**config.mk**
```make
export PLATFORM = sky130hd
export DESIGN_NAME = seg_scan_driver
export DESIGN_NICKNAME = d
export VERILOG_FILES = /design/src/rtl/seg_scan_driver.sv
export SDC_FILE = /design/constraint.sdc
export NUM_CORES = 1
export LEC_CHECK = 0
export CAP_MARGIN = 20
export CORE_MARGIN = 2
export CORE_UTILIZATION = 53
export DETAILED_ROUTE_END_ITERATION = 6
export MAX_ROUTING_LAYER = met4
export PLACE_DENSITY = 0.82
export SYNTH_ARGS = -nofsm -noshare
export SYNTH_HDL_FRONTEND = slang
export SYNTH_SLANG_ARGS = --single-unit
```
**constraint.sdc**
```tcl
create_clock -name clk -period 3 [get_ports clk]
set_clock_uncertainty 0.05 [all_clocks]
set_input_delay 0.6 -clock clk [delete_from_list [all_inputs] [get_ports clk]]
set_output_delay 0.6 -clock clk [all_outputs]
set_load 0.01 [all_outputs]
```
**src/rtl/seg_scan_driver.sv**
```systemverilog
// seg_scan_driver: multiplexed six-digit seven-segment scan driver.
// Snapshots the six incoming digit codes once per frame so a digit never
// changes part-way through a frame, then scans them one slot at a time with
// a dark interval at the start of each slot to keep the previous digit's
// glyph from ghosting onto the next anode.

module seg_scan_driver #(
    parameter int SCAN_DIV     = 50000,
    parameter int BLANK_CYCLES = 64
) (
    input  logic       clk,
    input  logic       rst,
    input  logic [4:0] code0,
    input  logic [4:0] code1,
    input  logic [4:0] code2,
    input  logic [4:0] code3,
    input  logic [4:0] code4,
    input  logic [4:0] code5,
    input  logic       hold,
    output logic [5:0] an,
    output logic [6:0] seg_n,
    output logic       frame_done
);

    localparam int              PW         = $clog2(SCAN_DIV);
    localparam logic [PW-1:0]   PRESC_LAST = PW'(SCAN_DIV - 1);
    localparam logic [PW-1:0]   BLANK_END  = PW'(BLANK_CYCLES);
    localparam logic [4:0]      CODE_BLANK = 5'b10000;

    logic [PW-1:0] presc;
    logic [2:0]    idx;
    logic [4:0]    snap [6];
    logic          first;

    logic [4:0]    codes_in [6];
    logic          slot_end;
    logic          frame_end;
    logic          load_now;
    logic [4:0]    cur_code;
    logic [6:0]    cur_glyph;

    // Active-low glyph for one digit code: hex digits, dash marker, or blank.
    function automatic logic [6:0] decode(input logic [4:0] code);
        logic [6:0] g;
        g = 7'h7F;
        if (code[4]) begin
            g = (code[3:0] == 4'hF) ? 7'h3F : 7'h7F;
        end else begin
            case (code[3:0])
                4'h0: g = 7'b1000000;
                4'h1: g = 7'b1111001;
                4'h2: g = 7'b0100100;
                4'h3: g = 7'b0110000;
                4'h4: g = 7'b0011001;
                4'h5: g = 7'b0010010;
                4'h6: g = 7'b0000010;
                4'h7: g = 7'b1111000;
                4'h8: g = 7'b0000000;
                4'h9: g = 7'b0010000;
                4'hA: g = 7'b0001000;
                4'hB: g = 7'b0000011;
                4'hC: g = 7'b1000110;
                4'hD: g = 7'b0100001;
                4'hE: g = 7'b0000110;
                default: g = 7'b0001110;
            endcase
        end
        return g;
    endfunction

    assign codes_in[0] = code0;
    assign codes_in[1] = code1;
    assign codes_in[2] = code2;
    assign codes_in[3] = code3;
    assign codes_in[4] = code4;
    assign codes_in[5] = code5;

    // Slot/frame boundaries, the snapshot load decision and the current digit glyph.
    always_comb begin
        slot_end  = (presc == PRESC_LAST);
        frame_end = slot_end && (idx == 3'd5);
        load_now  = (frame_end || first) && !hold;
        case (idx)
            3'd0:    cur_code = snap[0];
            3'd1:    cur_code = snap[1];
            3'd2:    cur_code = snap[2];
            3'd3:    cur_code = snap[3];
            3'd4:    cur_code = snap[4];
            3'd5:    cur_code = snap[5];
            default: cur_code = CODE_BLANK;
        endcase
        cur_glyph = decode(cur_code);
    end

    // Prescaler and digit index: idx steps once per SCAN_DIV cycles, 0..5.
    always_ff @(posedge clk or posedge rst) begin
        if (rst) begin
            presc <= '0;
            idx   <= 3'd0;
        end else if (slot_end) begin
            presc <= '0;
            idx   <= (idx == 3'd5) ? 3'd0 : idx + 3'd1;
        end else begin
            presc <= presc + 1'b1;
        end
    end

    // Marks the first edge out of reset so the display gets a snapshot right away.
    always_ff @(posedge clk or posedge rst) begin
        if (rst) begin
            first <= 1'b1;
        end else begin
            first <= 1'b0;
        end
    end

    // Frame snapshot; hold only matters at the instant a load would happen.
    always_ff @(posedge clk or posedge rst) begin
        if (rst) begin
            for (int i = 0; i < 6; i++) begin
                snap[i] <= CODE_BLANK;
            end
            frame_done <= 1'b0;
        end else begin
            if (load_now) begin
                for (int i = 0; i < 6; i++) begin
                    snap[i] <= codes_in[i];
                end
            end
            frame_done <= load_now;
        end
    end

    // Registered display drive: dark during the dead-time, then one anode lit.
    always_ff @(posedge clk or posedge rst) begin
        if (rst) begin
            an    <= 6'b111111;
            seg_n <= 7'h7F;
        end else if (presc < BLANK_END) begin
            an    <= 6'b111111;
            seg_n <= 7'h7F;
        end else begin
            an    <= ~(6'b000001 << idx);
            seg_n <= cur_glyph;
        end
    end

endmodule
```
=== After elaboration in Yosys (flattened, before gate mapping) ===
Memory sizes are Yosys's and may differ from the RTL's.
Cells that the tools add are included.

* Memories: 1
* Bits in registers: 64
* Input port bits: 33
* Bits in read-only memories: 112
* Logic and storage cells: 37
* Memory bits (writable): 0
* Output and inout port bits: 14
* Latch bits: 0

{| class="wikitable"
|+ Memories
! name !! depth !! width !! read ports !! clocked after Yosys merged registers in !! wr ports !! line !! source
|-
| (name not given) || 16 || 7 || 1 || 0 || 0 || 49 || <nowiki>case (code[3:0])</nowiki>
|}

* Equality and inequality tests: 7
* Reductions and logical operators: 5
* Multipliers: 0
* Div/mod/pow operators: 0
* $lt $le $gt $ge: 1
* Muxes and demuxes: 7
* Shift-type cells: 1
* Add/subtract/negate cells: 2
* Bitwise logic cells: 1

{| class="wikitable"
|+ Operator list
! cell !! count
|-
| case mux 5 bit (6 select lines) || 1
|-
| two-way mux 7 bit || 3
|-
| adder 16 x 1 -> 16 bit (second input constant) || 1
|-
| == test 16 bit (second input constant) || 1
|-
| less-than comparator 16 x 7 -> 1 bit (second input constant) || 1
|-
| two-way mux 16 bit || 1
|-
| == test 3 x 2 -> 1 bit (second input constant) || 2
|-
| == test 3 bit (second input constant) || 2
|-
| two-way mux 6 bit || 1
|-
| NOT 6 bit || 1
|-
| << shifter 1 x 3 -> 6 bit (first input constant) || 1
|-
| == test 4 bit (second input constant) || 1
|-
| adder 3 x 1 -> 3 bit (second input constant) || 1
|-
| == test 3 x 1 -> 1 bit (second input constant) || 1
|-
| logical NOT 3 bit || 1
|-
| two-way mux 3 bit || 1
|-
| logical AND 1 bit || 2
|-
| logical NOT 1 bit || 1
|-
| logical OR 1 bit || 1
|}

=== Longest topological paths before layout ===
* Depth in word-level cells: 6
* Depth in mapped cells: 11
* Gate-level depth less buffers: 10

=== Worst setup path after synthesis ===
OpenSTA, ideal clock, no wires.

* Path kind: register to register
* Start point: register idx[1]
* End point: register seg_n[0]
* Data arrival time: 2184 ps
* Slack: 674 ps
* Setup time: 92 ps
* Period minus slack after synthesis: 2326 ps
* Path buffers: 1
* Required time: 2858 ps
* Stages on the path, launching flop included: 9
* Path through: dfrtp_1 > clkbuf_1 > and2_1 > ha_1 > a2111o_1 > ha_1 > or3_1 > o221ai_1 > nand2_1

* Cells in the longest elaborated chain, start to end: 5
* Elaborated cells between the ends (all ways): 10
* Those cells by class: 5 x eq/ne; 3 x mux; 1 x reduce/logical; 1 x memory

{| class="wikitable"
|+ Ends and longest elaborated chain
! element !! line !! source
|-
| start, declared || 31 || <nowiki>logic [2:0] idx;</nowiki>
|-
| start signal, assigned || 102 || <nowiki>idx <= (idx == 3'd5) ? 3'd0 : idx + 3'd1;</nowiki>
|-
| == test 3 bit (tied with other cells) || 83 || <nowiki>case (idx)</nowiki>
|-
| case mux 5 bit (6 select lines) (*) || 83 ||
|-
| memory read (16 x 7 bit) || - ||
|-
| two-way mux 7 bit (*) || 46 || <nowiki>if (code[4]) begin</nowiki>
|-
| two-way mux 7 bit (*) || 139 || <nowiki>end else if (presc < BLANK_END) begin</nowiki>
|-
| end signal, assigned || 144 || <nowiki>seg_n <= cur_glyph;</nowiki>
|-
| end, declared || 21 || <nowiki>output logic [6:0] seg_n,</nowiki>
|}

Mark *: on every way between the ends. The rest lies on a longest branch, timed or not.
A chain may end at the register's enable or synchronous reset.

=== Final worst setup path ===
* Start point: register idx[1]
* End point: register seg_n[3]

The elaborated chain is that of the path after synthesis.

==> summary.txt <==
Place
  • # port buffers: 46
  • HPWL after DPL: 3.99 mm
  • Post-Place Cell Area: 0.00357 mm2
  • Pre-CTS setup slack: 0.574 ns
  • Gp weighted congestion: 0.930

Cells and area
  • Commonest non-fill, non-tap cells in the layout: clkdlybuf4s50_1, dfrtp_1, mux2_2
  • Final core occ: 0.690
  • Most common cell after layout, fill and taps aside: clkdlybuf4s50_1
  • Fraction of layout cells with a size suffix above 1: 0.263
  • # diodes: 0
  • Post-layout instance area: 0.00380 mm2
  • Fin nets: 344
  • Reg area: 0.00163 mm2
  • Area of the multi-input gates: 0.00132 mm2
  • Area growth syn-to-layout: 25.1%
  • # fillers: 408

Synthesis
  • Average size of a mapped cell: 12.1 um2
  • Synthesis Warnings: 0
  • Flops & latches, synth: 64
  • Netlist Area Pre-Place: 0.00304 mm2
  • Seq/Total Area, Yosys: 0.536
  • Syn Inst Count: 251
  • Unique masters post-synth: 48
  • Syn_nets: 292
  • Top_reg_cell synth: dfrtp_1
  • Ys async rst share: 1.00
  • Number of synthesized flops with an enable pin: 0

Route
  • Via count: 2011
  • Routed wire per std cell: 14.7 um
  • WL met2: 2.77 mm
  • Metal1 wirelength: 2.47 mm
  • Routed Antenna Nets: 0
  • Max Used Layer: met4
  • DRT Pass-1 Iters: 4
  • WL final: 5.59 mm
  • DR DRC count: 0
  • Initial DRC Count: 165
  • Metal3 WL: 264 um
  • Via density: 5.29

Worst setup path
  • Worst endpoint data arrival time: 2.65 ns
  • CP startpoint: idx[1]
  • Reg2Reg Depth: 7
  • RR Startpoint: idx[1]
  • Worst Setup Path Type: register to register
  • Critical Path Source Type: register
  • Worst Path Required: 3.18 ns
  • Critical path capture point type: register
  • Crit path max fanout: 15
  • Slack of the worst reg-to-reg path: 0.53 ns

Clock tree
  • Hold Buf Count CTS: 0
  • Worst-skew pair later-pin latency: 0.34 ns
  • CTS buffer count: 9
  • CTS tree: built
  • Clk buf depth: 2
  • Clock Pin Slew Worst Setup and Hold Paths: 0.07 ns
  • Post-cts sizing count: 0
  • Clock H-tree levels: 3
  • Setup Buffers After CTS: 0
  • Clock Root Buffer: clkbuf_8
  • Clock Sinks: 64

Run status
  • Outcome: complete, no violations

GRT
  • Largest net degree at the start of global routing: 65
  • Total GRT Usage: 0.204
  • Number of global-route vias before repair: 2003
  • First-pass GRT wire length: 9.42 mm
  • Initial antenna violation count: 0
  • GRT overflow: 0

Die
  • Core ar.: 0.00551 mm2
  • Die X-Extent: 79.7 um
  • Initial Util: 0.551
  • Std cell rows: 27
  • # IOs: 47
  • Die H: 79.7 um
  • Die Area: 0.00635 mm2

Timing
  • Slew @ Worst Pin: 0.756 ns
  • Slew headroom: 0.496
  • Tmin final: 2.47 ns
  • Fmax achieved: 0.405 GHz
  • Setup violators final: 0
  • PnR worst setup slack: 0.533 ns
  • Hold_ws: 0.441 ns
  • Final worst-path cycle share: 0.822
  • Final Max Tran Viols: 0
  • Final Hold Viols: 0
  • TNS Setup: 0 ns
  • RSZ-0062 raised after global routing: no

Pwr
  • LEAKAGE: 1.59 nW
  • Peak VDD IR: 0.000369 V
  • P per Cell Area: 539 mW/mm2

Run
  • Max-cap violations: 0

Min path
  • Hold path cells: 1
  • HP Class: register to register
  • Min-Delay Startpoint: presc[0]
where the power goes:
group          internal, mW  switching (mW)
logic                 0.141           0.112
registers             0.934          0.0352
clock network         0.492           0.334
final timing paths:
| kind | end |
|---|---|
| worst min register to register | presc[0] |
| worst max register to register | seg_n[3] |
| worst max-delay path | seg_n[3] |
| worst min-delay path | presc[0] |
| min in group asynchronous | presc[5] |
| max in group asynchronous | snap[10] |
critical path, cell delays in order, from the launching register on:
cell	delay [ns]
dfrtp_1	0.55
and2_1	0.25
ha_1	0.28
a2111o_1	0.46
ha_1	0.33
mux2_2	0.27
nand2_1	0.08
o211ai_1	0.09
cell type report:
class | count | share of cell area
well taps | 72 | 0.0237
clock inverters | 6 | 0.0244
inverters | 7 | 0.00692
flip-flops and latches | 64 | 0.428
repair buffers | 51 | 0.134
multi-input cells | 170 | 0.346
clock buffers | 10 | 0.0362
metrics by stage:
step	cells	power (mW)
after floorplan	251	1.14
after global placement	364	1.23
after detailed placement	364	1.24
after CTS	380	2.07
after global routing	380	2.15
final	380	2.05
cells in the mapped netlist, types with 2 or more instances:
master	number	area share
mux2_2	30	0.11
nand3_1	9	0.015
inv_1	7	0.0087
nand4_1	2	0.0041
xor2_1	10	0.029
o21ai_0	3	0.0049
o221ai_1	3	0.0087
nor2_1	23	0.028
nor2b_1	2	0.0041
ha_1	8	0.033
nand2b_1	3	0.0062
buf_2	3	0.0049
dfrtp_1	44	0.36
nand2_1	21	0.026
and2_1	2	0.0041
xnor2_1	6	0.017
dfstp_2	20	0.17
and4_1	2	0.0058
mux2_1	4	0.015
or3_1	3	0.0062
o211ai_1	3	0.0074
a32oi_1	2	0.0058
buf_6	3	0.011
mux2i_1	8	0.026
clkbuf_1	2	0.0025
and3_1	2	0.0041
nor3_1	5	0.0082
registers in the layout (all words and copies together) (netlist names):
signal      flops
snap           30
presc          16
seg_n           7
an              6
idx             3
first           1
frame_done      1
cells by family after synthesis:
group	after synthesis	synth area share
compound gates	21	0.0585
other cells	1	0.00123
flops	64	0.536
mux	43	0.160
xor+xnor	16	0.0461
buf+inv	17	0.0313
fa+ha+maj	8	0.0330
simple gates	81	0.134
layer usage:
layer	up-vias	track usage
li1	978	-
met1	974	0.255
met2	53	0.304
met3	6	0.0758
met4	0	0.0759
met5	-	-
Power figures use the tool's default switching activity.
==> RTL edit 1 (same settings) <==
Add an input register stage for `code4`, without a reset; this delays it by one clock. The other inputs are not delayed to match.
--- a/src/rtl/seg_scan_driver.sv
+++ b/src/rtl/seg_scan_driver.sv
@@ -27,4 +27,10 @@
     localparam logic [PW-1:0]   BLANK_END  = PW'(BLANK_CYCLES);
     localparam logic [4:0]      CODE_BLANK = 5'b10000;
+
+    logic [4:0] code4_q;
+
+    always_ff @(posedge clk) begin
+        code4_q <= code4;
+    end
 
     logic [PW-1:0] presc;
@@ -73,5 +79,5 @@
     assign codes_in[2] = code2;
     assign codes_in[3] = code3;
-    assign codes_in[4] = code4;
+    assign codes_in[4] = code4_q;
     assign codes_in[5] = code5;
 
Behaviour: no difference found for any inputs over 10 cycles, from zero or initial values and one cycle with rst high; that may be too few to reach the edited logic, so the function may still have changed.
==> RTL edit 1 against the unedited design <==
  * Design area rose by 5.5%
  * Sequential cell count rose by 5
  * Via count rose by 4.9%
  * Routed wire length rose by 8.5%
  * Sequential share of layout area rose by 0.27 points
  * Hold slack got worse by 0.028 ns
  * Synthesized area rose by 6.8%
  * Cell count rose by 2.9%
  * Worst setup slack got worse by 0.092 ns
  * Power rose by 3.1%
  * Count of clock-buffer cells in the layout rose by 4
  * Critical path type unchanged
  * Largest power group unchanged
==> RTL edit 1: results (changes against the unedited design) <==
status: finished clean (unchanged)
overall fraction of global-route tracks in use: 20.5% (was 20.4%)
CP top delay family: flip-flops (was adder cells)
number of DRC markers in iteration 0: 154 (was 165)
Internal: 1.63 mW (was 1.57 mW)
maximum ir drop on the vdd rail: 0.308 mV (was 0.369 mV)
FFs w/ async S/R, synth: 92.8% (was 100%)
number of max-slew violations in the final report: 0 (unchanged)
sum of met2 wire segment lengths after detailed routing: 2970 um (was 2770 um)
fraction of synthesized area in multiplexers: 17.6% (was 16.0%)
Diodes inserted: 0 (unchanged)
placer's final routability congestion estimate: 0.903 (was 0.930)
global-route track usage on met2: 30.0% (was 30.4%)
top cell types by occurrence after synthesis: sky130_fd_sc_hd__dfrtp_1, sky130_fd_sc_hd__mux2_4, sky130_fd_sc_hd__dfstp_2, sky130_fd_sc_hd__nor2_1, sky130_fd_sc_hd__nand2_1 (was sky130_fd_sc_hd__dfrtp_1, sky130_fd_sc_hd__mux2_2, sky130_fd_sc_hd__nor2_1)
vias in the first global route: 2,053 (was 2,003)
highest metal used: met4 (unchanged)
global-route wire length before repair: 9870 um (was 9420 um)
ranking of synthesized cells by area: sky130_fd_sc_hd__dfrtp_1, sky130_fd_sc_hd__dfstp_2, sky130_fd_sc_hd__mux2_4 (was sky130_fd_sc_hd__dfrtp_1, sky130_fd_sc_hd__dfstp_2, sky130_fd_sc_hd__mux2_2)
Avg Vias per Cell: 5.39 (was 5.29)
sequential area share after synthesis: 53.2% (was 53.6%)
Layout Nets: 353 (was 344)
Post-DP HPWL: 4340 um (was 3990 um)
share of cells above drive strength 1: 25.9% (was 26.3%)
leakage power: 1.74 nW (was 1.59 nW)
actual transition at the worst max-transition pin: 0.582 ns (was 0.756 ns)
met3 routed wirelength: 220 um (was 264 um)
largest net degree at the start of global routing: 38 (was 65)
sequential share of power: 49.6% (was 47.3%)
Post-CTS Hold Buffers: 0 (unchanged)
worst slack after detailed placement: 0.484 ns (was 0.574 ns)
compound-cell area share of the yosys netlist: 5.75% (was 5.85%)
GR Layer Usage met1: 27.4% (was 25.5%)
net count of the mapped netlist: 300 (was 292)
power in combinational cells: 0.294 mW (was 0.253 mW)
met3 capacity usage during global routing: 3.70% (was 7.58%)
wire length on met1: 2740 um (was 2470 um)
adder-cell share of the synthesized area: 3.09% (was 3.30%)
post-synthesis xor/xnor area fraction: 4.05% (was 4.61%)
## RTL edit 1: per-stage QoR
| stage | area (um^2) | instances | total power [mW] |
|---|---|---|---|
| after floorplan | 3240 | 259 | 1.25 |
| after global placement | 3800 | 376 | 1.34 |
| after detailed placement | 3800 | 376 | 1.35 |
| after CTS | 4010 | 391 | 2.13 |
| after global routing | 4010 | 391 | 2.20 |
| final | 4010 | 391 | 2.11 |
## RTL edit 1: final timing paths
kind / from / end / slack (ns) / depth (start not counted)
max: idx[1] / seg_n[6] / 0.44 / 9
min: code4_q[3] / snap[8] / 0.41 / 1
max reg2reg: idx[1] / seg_n[6] / 0.44 / 9
min reg2reg: code4_q[3] / snap[8] / 0.41 / 1
max in group asynchronous: rst / first / 1.66 / 3
min in group asynchronous: rst / snap[13] / 0.60 / 2
## RTL edit 1: layout make-up
class	instances	area (um^2)
fill	440	1910
sequential	69	1730
multi-input combinational	173	1420
timing repair buffer	53	538
clock buffer	14	173
tap	75	93.8
clock inverter	1	30.0
inverter	6	22.5
==> RTL edit 2 (same settings) <==
Without the edit above. Change the parameter `SCAN_DIV` from 50000 to 100000.
--- a/src/rtl/seg_scan_driver.sv
+++ b/src/rtl/seg_scan_driver.sv
@@ -6,5 +6,5 @@
 
 module seg_scan_driver #(
-    parameter int SCAN_DIV     = 50000,
+    parameter int SCAN_DIV     = 100000,
     parameter int BLANK_CYCLES = 64
 ) (
Check against the original RTL: same outputs for any inputs over 10 cycles, from zero or initial values and one cycle with rst high; that may be too few to reach the edited logic, so the function may still have changed.
==> RTL edit 2 against the unedited design <==
  * Cell count up 5.5%
  * Routed wire length increased by 16%
  * Largest cell class unchanged
  * Design area increased by 6.3%
  * Worst setup slack worse by 0.15 ns
  * Synthesized area rose by 9.8%
  * Sequential cell count rose by 1
  * Power down 4.3%
==> RTL edit 2: results (changes against the unedited design) <==
status: finished clean (unchanged)
largest net degree at the start of global routing: 66 (was 65)
number of distinct library cells after synthesis: 53 (was 48)
endpoint arrival time on the critical path: 2.84 ns (was 2.65 ns)
sequential share of power: 50.4% (was 47.3%)
Placed Cells: 385 (was 364)
overall fraction of global-route tracks in use: 21.0% (was 20.4%)
net count of the mapped netlist: 308 (was 292)
global-route wire length before repair: 11,300 um (was 9420 um)
post-synthesis xor/xnor area fraction: 3.94% (was 4.61%)
sequential area share after synthesis: 49.5% (was 53.6%)
Regs by FF count: snap x30, presc x17, seg_n x7 (was snap x30, presc x16, seg_n x7)
maximum ir drop on the vdd rail: 0.366 mV (was 0.369 mV)
worst slack after detailed placement: 0.371 ns (was 0.574 ns)
via count: 2,253 (was 2,011)
Gate Count Post-Synth: 267 (was 251)
Post-DP HPWL: 4670 um (was 3990 um)
Layout Nets: 362 (was 344)
actual transition at the worst max-transition pin: 0.539 ns (was 0.756 ns)
FF-to-FF path depth: 11 (was 7)
placer's final routability congestion estimate: 0.891 (was 0.930)
number of fill cells: 449 (was 408)
CP top delay family: compound AO/OA/AOI/OAI gates (was adder cells)
compound-cell area share of the yosys netlist: 8.11% (was 5.85%)
leakage power: 1.70 nW (was 1.59 nW)
power dissipated in the clock network: 0.670 mW (was 0.826 mW)
RTL edit 2: cell families (layout without fill, tap and decap cells):
| family | after synthesis | count (layout) |
|---|---|---|
| other cells | 1 | 1 |
| simple gates | 83 | 83 |
| mux | 42 | 42 |
| flops | 65 | 65 |
| xor+xnor | 15 | 15 |
| fa+ha+maj | 8 | 8 |
| buf+inv | 18 | 77 |
| compound gates | 35 | 35 |
RTL edit 2: area by class of cell:
class                      count  share of cell area, %
tap                           75                   2.32
timing repair buffer          54                   13.5
sequential                    65                   40.9
clock buffer                  13                   3.94
inverter                       7                  0.651
multi-input combinational    184                   38.3
clock inverter                 3                  0.372
RTL edit 2: worst paths after layout:
kind	start	end
min in group asynchronous	rst	snap[3]
max in group asynchronous	rst	snap[24]
worst min-delay path	presc[0]	presc[0]
worst max register to register	idx[0]	seg_n[0]
worst min register to register	presc[0]	presc[0]
worst max-delay path	idx[0]	seg_n[0]
RTL edit 2: worst register-to-register path, stage by stage (launching register included):
cell                        delay, ns
sky130_fd_sc_hd__dfrtp_1         0.55
sky130_fd_sc_hd__inv_2           0.21
sky130_fd_sc_hd__nor2_1          0.07
sky130_fd_sc_hd__ha_1            0.29
sky130_fd_sc_hd__a32o_1          0.24
sky130_fd_sc_hd__a21oi_1         0.12
sky130_fd_sc_hd__buf_4           0.17
sky130_fd_sc_hd__ha_1            0.17
sky130_fd_sc_hd__inv_1           0.06
sky130_fd_sc_hd__a2111oi_0       0.42
sky130_fd_sc_hd__a31oi_1         0.10
sky130_fd_sc_hd__nand4b_1        0.12
RTL edit 2: per-layer routing:
metal	routed length [um]	up-vias	global-route usage (%)	share of wire [%]
met5	0	-	-	0
met4	153	0	10.4	2.4
met3	319	13	3.78	4.9
met2	3040	73	30.4	47
met1	2990	1099	28.7	46
li1	-	1068	-	-
